[src/rtl/fetch_queue_unit.sv]
// Fetch stage with PC ownership and a DEPTH-entry instruction queue toward decode.
// Optional static backward-taken branch prediction is enabled by FETCH_BTFN_EN.
module fetch_queue_unit #(
  parameter int unsigned DATA_WIDTH = 32,
  parameter int unsigned ADDR_WIDTH = 32,
  parameter int unsigned DEPTH      = 4,
  parameter logic [ADDR_WIDTH-1:0] RESET_PC = '0
) (
  input  logic                        clk,
  input  logic                        reset,
  input  logic                        stall,
  input  logic                        PCSrc,
  input  logic [ADDR_WIDTH-1:0]       PCTarget,
  output logic [ADDR_WIDTH-1:0]       imem_addr,
  input  logic [DATA_WIDTH-1:0]       imem_rdata,
  input  logic                        imem_ready,
  output logic                        ValidD,
  output logic [DATA_WIDTH-1:0]       InstrD,
  output logic [ADDR_WIDTH-1:0]       PCD,
  output logic [ADDR_WIDTH-1:0]       PCPlus4D,
  output logic                        PredTakenD,
  output logic [$clog2(DEPTH):0]      QCount
);

  localparam int unsigned PTR_W = $clog2(DEPTH);
  localparam int unsigned CNT_W = PTR_W + 1;

  logic [ADDR_WIDTH-1:0] r_pc;
  logic [PTR_W-1:0]      r_rd_ptr;
  logic [PTR_W-1:0]      r_wr_ptr;
  logic [CNT_W-1:0]      r_count;

  logic [DATA_WIDTH-1:0] r_instr_q [DEPTH];
  logic [ADDR_WIDTH-1:0] r_pc_q    [DEPTH];
  logic [ADDR_WIDTH-1:0] r_pc4_q   [DEPTH];

  logic                  w_valid;
  logic                  w_full;
  logic                  w_pop;
  logic                  w_push;
  logic [ADDR_WIDTH-1:0] w_pc_plus4;
  logic [ADDR_WIDTH-1:0] w_pc_next;

  assign w_valid    = (r_count != '0);
  assign w_full     = (r_count == CNT_W'(DEPTH));
  assign w_pop      = w_valid && !stall && !PCSrc;
  assign w_push     = imem_ready && !PCSrc && (!w_full || w_pop);
  assign w_pc_plus4 = r_pc + ADDR_WIDTH'(4);

`ifdef FETCH_BTFN_EN
  // Backward conditional branches (sign bit set) are predicted taken.
  logic        w_pred;
  logic [12:0] w_bimm;
  logic        r_pred_q [DEPTH];

  assign w_bimm    = {imem_rdata[31], imem_rdata[7], imem_rdata[30:25], imem_rdata[11:8], 1'b0};
  assign w_pred    = (imem_rdata[6:0] == 7'b1100011) && imem_rdata[31];
  assign w_pc_next = w_pred ? (r_pc + {{(ADDR_WIDTH-13){w_bimm[12]}}, w_bimm}) : w_pc_plus4;

  always_ff @(posedge clk) begin
    if (w_push) begin
      r_pred_q[r_wr_ptr] <= w_pred;
    end
  end

  assign PredTakenD = w_valid ? r_pred_q[r_rd_ptr] : 1'b0;
`else
  assign w_pc_next  = w_pc_plus4;
  assign PredTakenD = 1'b0;
`endif

  // Queue payload storage; contents are meaningless outside the occupied window.
  always_ff @(posedge clk) begin
    if (w_push) begin
      r_instr_q[r_wr_ptr] <= imem_rdata;
      r_pc_q[r_wr_ptr]    <= r_pc;
      r_pc4_q[r_wr_ptr]   <= w_pc_plus4;
    end
  end

  // PC, pointers and occupancy; a redirect empties the queue and reloads the PC.
  always_ff @(posedge clk or posedge reset) begin
    if (reset) begin
      r_pc     <= RESET_PC;
      r_rd_ptr <= '0;
      r_wr_ptr <= '0;
      r_count  <= '0;
    end else if (PCSrc) begin
      r_pc     <= PCTarget & ~ADDR_WIDTH'(3);
      r_rd_ptr <= '0;
      r_wr_ptr <= '0;
      r_count  <= '0;
    end else begin
      if (w_push) begin
        r_wr_ptr <= r_wr_ptr + PTR_W'(1);
        r_pc     <= w_pc_next;
      end
      if (w_pop) begin
        r_rd_ptr <= r_rd_ptr + PTR_W'(1);
      end
      r_count <= r_count + CNT_W'(w_push) - CNT_W'(w_pop);
    end
  end

  assign imem_addr = r_pc;
  assign ValidD    = w_valid;
  assign QCount    = r_count;
  assign InstrD    = w_valid ? r_instr_q[r_rd_ptr] : '0;
  assign PCD       = w_valid ? r_pc_q[r_rd_ptr]    : '0;
  assign PCPlus4D  = w_valid ? r_pc4_q[r_rd_ptr]   : '0;

endmodule
[config.mk]
export PLATFORM = sky130hd
export DESIGN_NAME = fetch_queue_unit
export DESIGN_NICKNAME = d
export VERILOG_FILES = /design/src/rtl/fetch_queue_unit.sv
export SDC_FILE = /design/constraint.sdc
export NUM_CORES = 1
export LEC_CHECK = 0
export ABC_AREA = 1
export BUFFER_PORTS_ARGS = -buffer_cell sky130_fd_sc_hd__buf_2
export CORE_MARGIN = 3
export CORE_UTILIZATION = 63
export DETAILED_ROUTE_END_ITERATION = 10
export PLACE_DENSITY = 0.95
export SYNTH_ARGS = -nofsm -noshare
export SYNTH_HDL_FRONTEND = slang
export SYNTH_SLANG_ARGS = --single-unit
export TNS_END_PERCENT = 50
[constraint.sdc]
create_clock -name clk -period 12.35 [get_ports clk]
set_input_delay 1.235 -clock clk [delete_from_list [all_inputs] [get_ports clk]]
set_output_delay 1.235 -clock clk [all_outputs]
set_load 0.05 [all_outputs]
==> out/summary.txt <==
Status: complete, no violations
Slowest stage cell, crit path: dfrtp_4
Die Ht: 170.2 um
Share of layout cells above drive strength 1: 0.1789
Clk Latency, worst-skew pair: 0.54 ns
Die Footprint: 28970 um^2
Detailed-route via count: 12.20k
Die width: 170.2 um
Initial antenna violation count: 0
Register share of total power: 0.370
Vias per cell: 5.978
Fin crit share: 0.4179
Core Box Area: 26280 um^2
Synthesis-stage register bit count: 405
Synth warn: 0
Worst-path clk slew: 0.06 ns
Clock power share: 0.258
Switching Share: 0.4274
Most common cell in the netlist: nor2_1
Area Overhead vs Synth: 14.39%
Setup CP Type: flip-flop to output port
Largest net degree at the start of global routing: 98
Main combinational cell family by area after synthesis: simple AND/OR/NAND/NOR gates
Placement Cell Area: 18120 um^2
Post-synthesis mux area share: 0
Iteration-0 DRC Markers: 1699
Final Util: 0.7393
Post-DP HPWL: 24440 um
Rows: 59
First-pass GRT wire length: 63490 um
Area leader, netlist: edfxtp_1
Comb power frac: 0.372
Global Route Usage Sum: 0.2843
Unrepaired setup endpoints after global routing: false
Critical Path AT: 3.93 ns
Final max-slew violation count: 0
CTS tree: done
Nets@finish: 1752
Final setup violation count: 0
Dominant synthesized flop cell: edfxtp_1
Mean post-synth cell area: 11.25 um^2
LEAKAGE: 7.497 nW
Vias in the first global route: 11.79k
Largest fanout on the critical path: 78
Simple-gate share of the synthesized area: 0.1508
Clock root cell: clkbuf_16
DR top layer: met4
Placed cell count: 1967
Max frequency: 193.8 MHz
Hold WC Path Type: flip-flop to flip-flop
Post-Layout Cell Count: 2041
Setup TNS Final: 0 ns
Sink Count: 405
Routed length on met2: 20270 um
H-tree level count: 2
Gr ovfl total: 0
Setup crit end kind: output port
Final Hold Vio Count: 0
Worst Path Required: 11.11 ns
Fraction of synthesized cell area in xor and xnor cells: 0.01179
Post-Synth Adder-Cell Area: 0.006335
Starting Density: 0.6463
IO Port Bufs: 192
Crit start category: flip-flop
Synthesized cell area: 16990 um^2
Final hold slack: 0.6465 ns
Ports: 202
Setup bufs post-CTS: 0
FF-to-FF setup slack: 9.10 ns
Post-synth top cells: nor2_1, edfxtp_1, o21ai_0, nand2_1, a21oi_1
Slew headroom: 0.3069
Critical path cell sequence: buf_4 -> buf_4 -> nor2_1 -> nor2_1 -> o21ai_0 -> a21oi_1 -> buf_2
Synth area leaders: edfxtp_1, nor2_1, o21ai_0
Wire per inst: 20.55 um
Compound-Gate Fraction of Synth Area: 0.08847
Post-Route Skew: 0.02759 ns
Synth Instances: 1510
GPL Wtd Cong: 0.9170
DR DRC count: 0
P per Cell Area: 236.7 nW/um^2
Internal: 0.002634 W
Cell variety after synth: 28
Met3 WL: 4969 um
Min Tclk post-route: 5.161 ns
CP max stage delay: 0.77 ns
Post-synth top area share: 0.6506
Max-Cap Viols: 0
Worst Tran Pin Value: 1.037 ns
Hold buffer count at cts: 0
ANT nets after route: 0
Total Wirelength: 41940 um
Post-route cell area: 19430 um^2
VDD IR max: 0.0002260 V
First-pass DRT Iterations: 7
CTS Buffer Depth: 3
Number of synthesized flops with an enable pin: 368
Total CTS buffers: 41
Post-CTS Resized: 0
Synth async-reset ratio: 0.09136
Register area share after synthesis: 0.7051
Routed met1 length: 15390 um
P_sw: 0.001966 W
-- registers in the layout, summed over array words and instances (netlist names) --
name	flops
r_wr_ptr	2
QCount	3
r_pc4_q	120
imem_addr	30
r_instr_q	128
r_pc_q	120
r_rd_ptr	2
-- layout by cell type, fill, tap and decap left out, types with 2 or more instances in the layout --
cell | synthesis | routed
dfrtp_1 | 37 | 35
o21ai_0 | 201 | 201
a21oi_1 | 95 | 95
buf_4 | 7 | 12
xnor2_1 | 4 | 4
o211ai_1 | 2 | 2
bufinv_16 | 0 | 2
nor2_8 | 2 | 2
xor2_2 | 8 | 8
buf_2 | 37 | 192
and2_1 | 5 | 5
clkinv_1 | 0 | 6
inv_1 | 60 | 59
dfrtp_4 | 0 | 2
xor2_1 | 4 | 4
clkinv_2 | 0 | 5
nand2_1 | 175 | 175
nor2_2 | 4 | 5
clkbuf_16 | 0 | 43
nand3_1 | 23 | 23
ha_1 | 7 | 7
clkbuf_8 | 0 | 4
nand2_4 | 2 | 2
clkinvlp_4 | 0 | 3
nor2_4 | 9 | 14
clkbuf_1 | 37 | 10
nor2_1 | 403 | 397
conb_1 | 1 | 7
edfxtp_1 | 368 | 368
nand2_2 | 9 | 9
-- path summary, 6_finish.rpt --
check                                   startpoint                      end  depth (start not counted)
hold / removal             r_wr_ptr[1]$_DFFE_PP0N_  r_wr_ptr[1]$_DFFE_PP0N_                          2
max in group asynchronous                    reset  r_rd_ptr[0]$_DFFE_PP0P_                          3
setup reg to reg               QCount[1]$_DFF_PP0_  r_pc_q[3][31]$_DFFE_PP_                          7
hold reg to reg            r_wr_ptr[1]$_DFFE_PP0N_  r_wr_ptr[1]$_DFFE_PP0N_                          2
setup / recovery           r_rd_ptr[0]$_DFFE_PP0P_             PCPlus4D[27]                          7
min in group asynchronous                    reset  r_wr_ptr[0]$_DFFE_PP0N_                          3
-- cell families after synthesis --
kind of cell | count (synthesis)
simple gates | 632
flops | 405
compound gates | 299
buf+inv | 149
xor+xnor | 16
fa+ha+maj | 8
other cells | 1
-- layout make-up --
cell class	count	area [um^2]
repair buffers	204	1051
well taps	335	419.2
multi-input cells	962	4438
flip-flops and latches	405	11980
diodes	1	2.502
inverters	61	232.7
clock inverters	16	133.9
fillers	1559	6850
clock buffers	57	1169
-- power groups by stage --
stage | sequential, W | combinational [W] | clock, W
2_1_floorplan | 0.00175 | 0.00123 | 0
3_3_place_gp | 0.00172 | 0.00166 | 0
3_5_place_dp | 0.00172 | 0.00169 | 0
4_1_cts | 0.00170 | 0.00171 | 0.00120
5_1_grt | 0.00171 | 0.00181 | 0.00126
6_report | 0.00170 | 0.00171 | 0.00119
-- routing by layer --
metal,track usage,up-vias
met4,0.1016,0
met2,0.4640,872
met1,0.3879,5752
li1,-,5453
met3,0.05645,124
met5,0,-
-- stage by stage --
step                      total power (W)  setup slack (ns)
after global placement           0.003375             7.866
after floorplan                  0.002980             6.271
after detailed placement         0.003418             7.829
after CTS                        0.004598             7.268
final                            0.004600             7.189
after global routing             0.004776             6.983
-- worst max-delay path, delay by kind of cell, from the launching register on --
family	cells	cell delay, ns
AO/OA/AOI/OAI	2	0.50
AND/OR/NAND/NOR	2	0.21
buffers and inverters	3	1.83
flip-flops	1	0.77
Note: power is estimated with default switching activity, not from simulation.
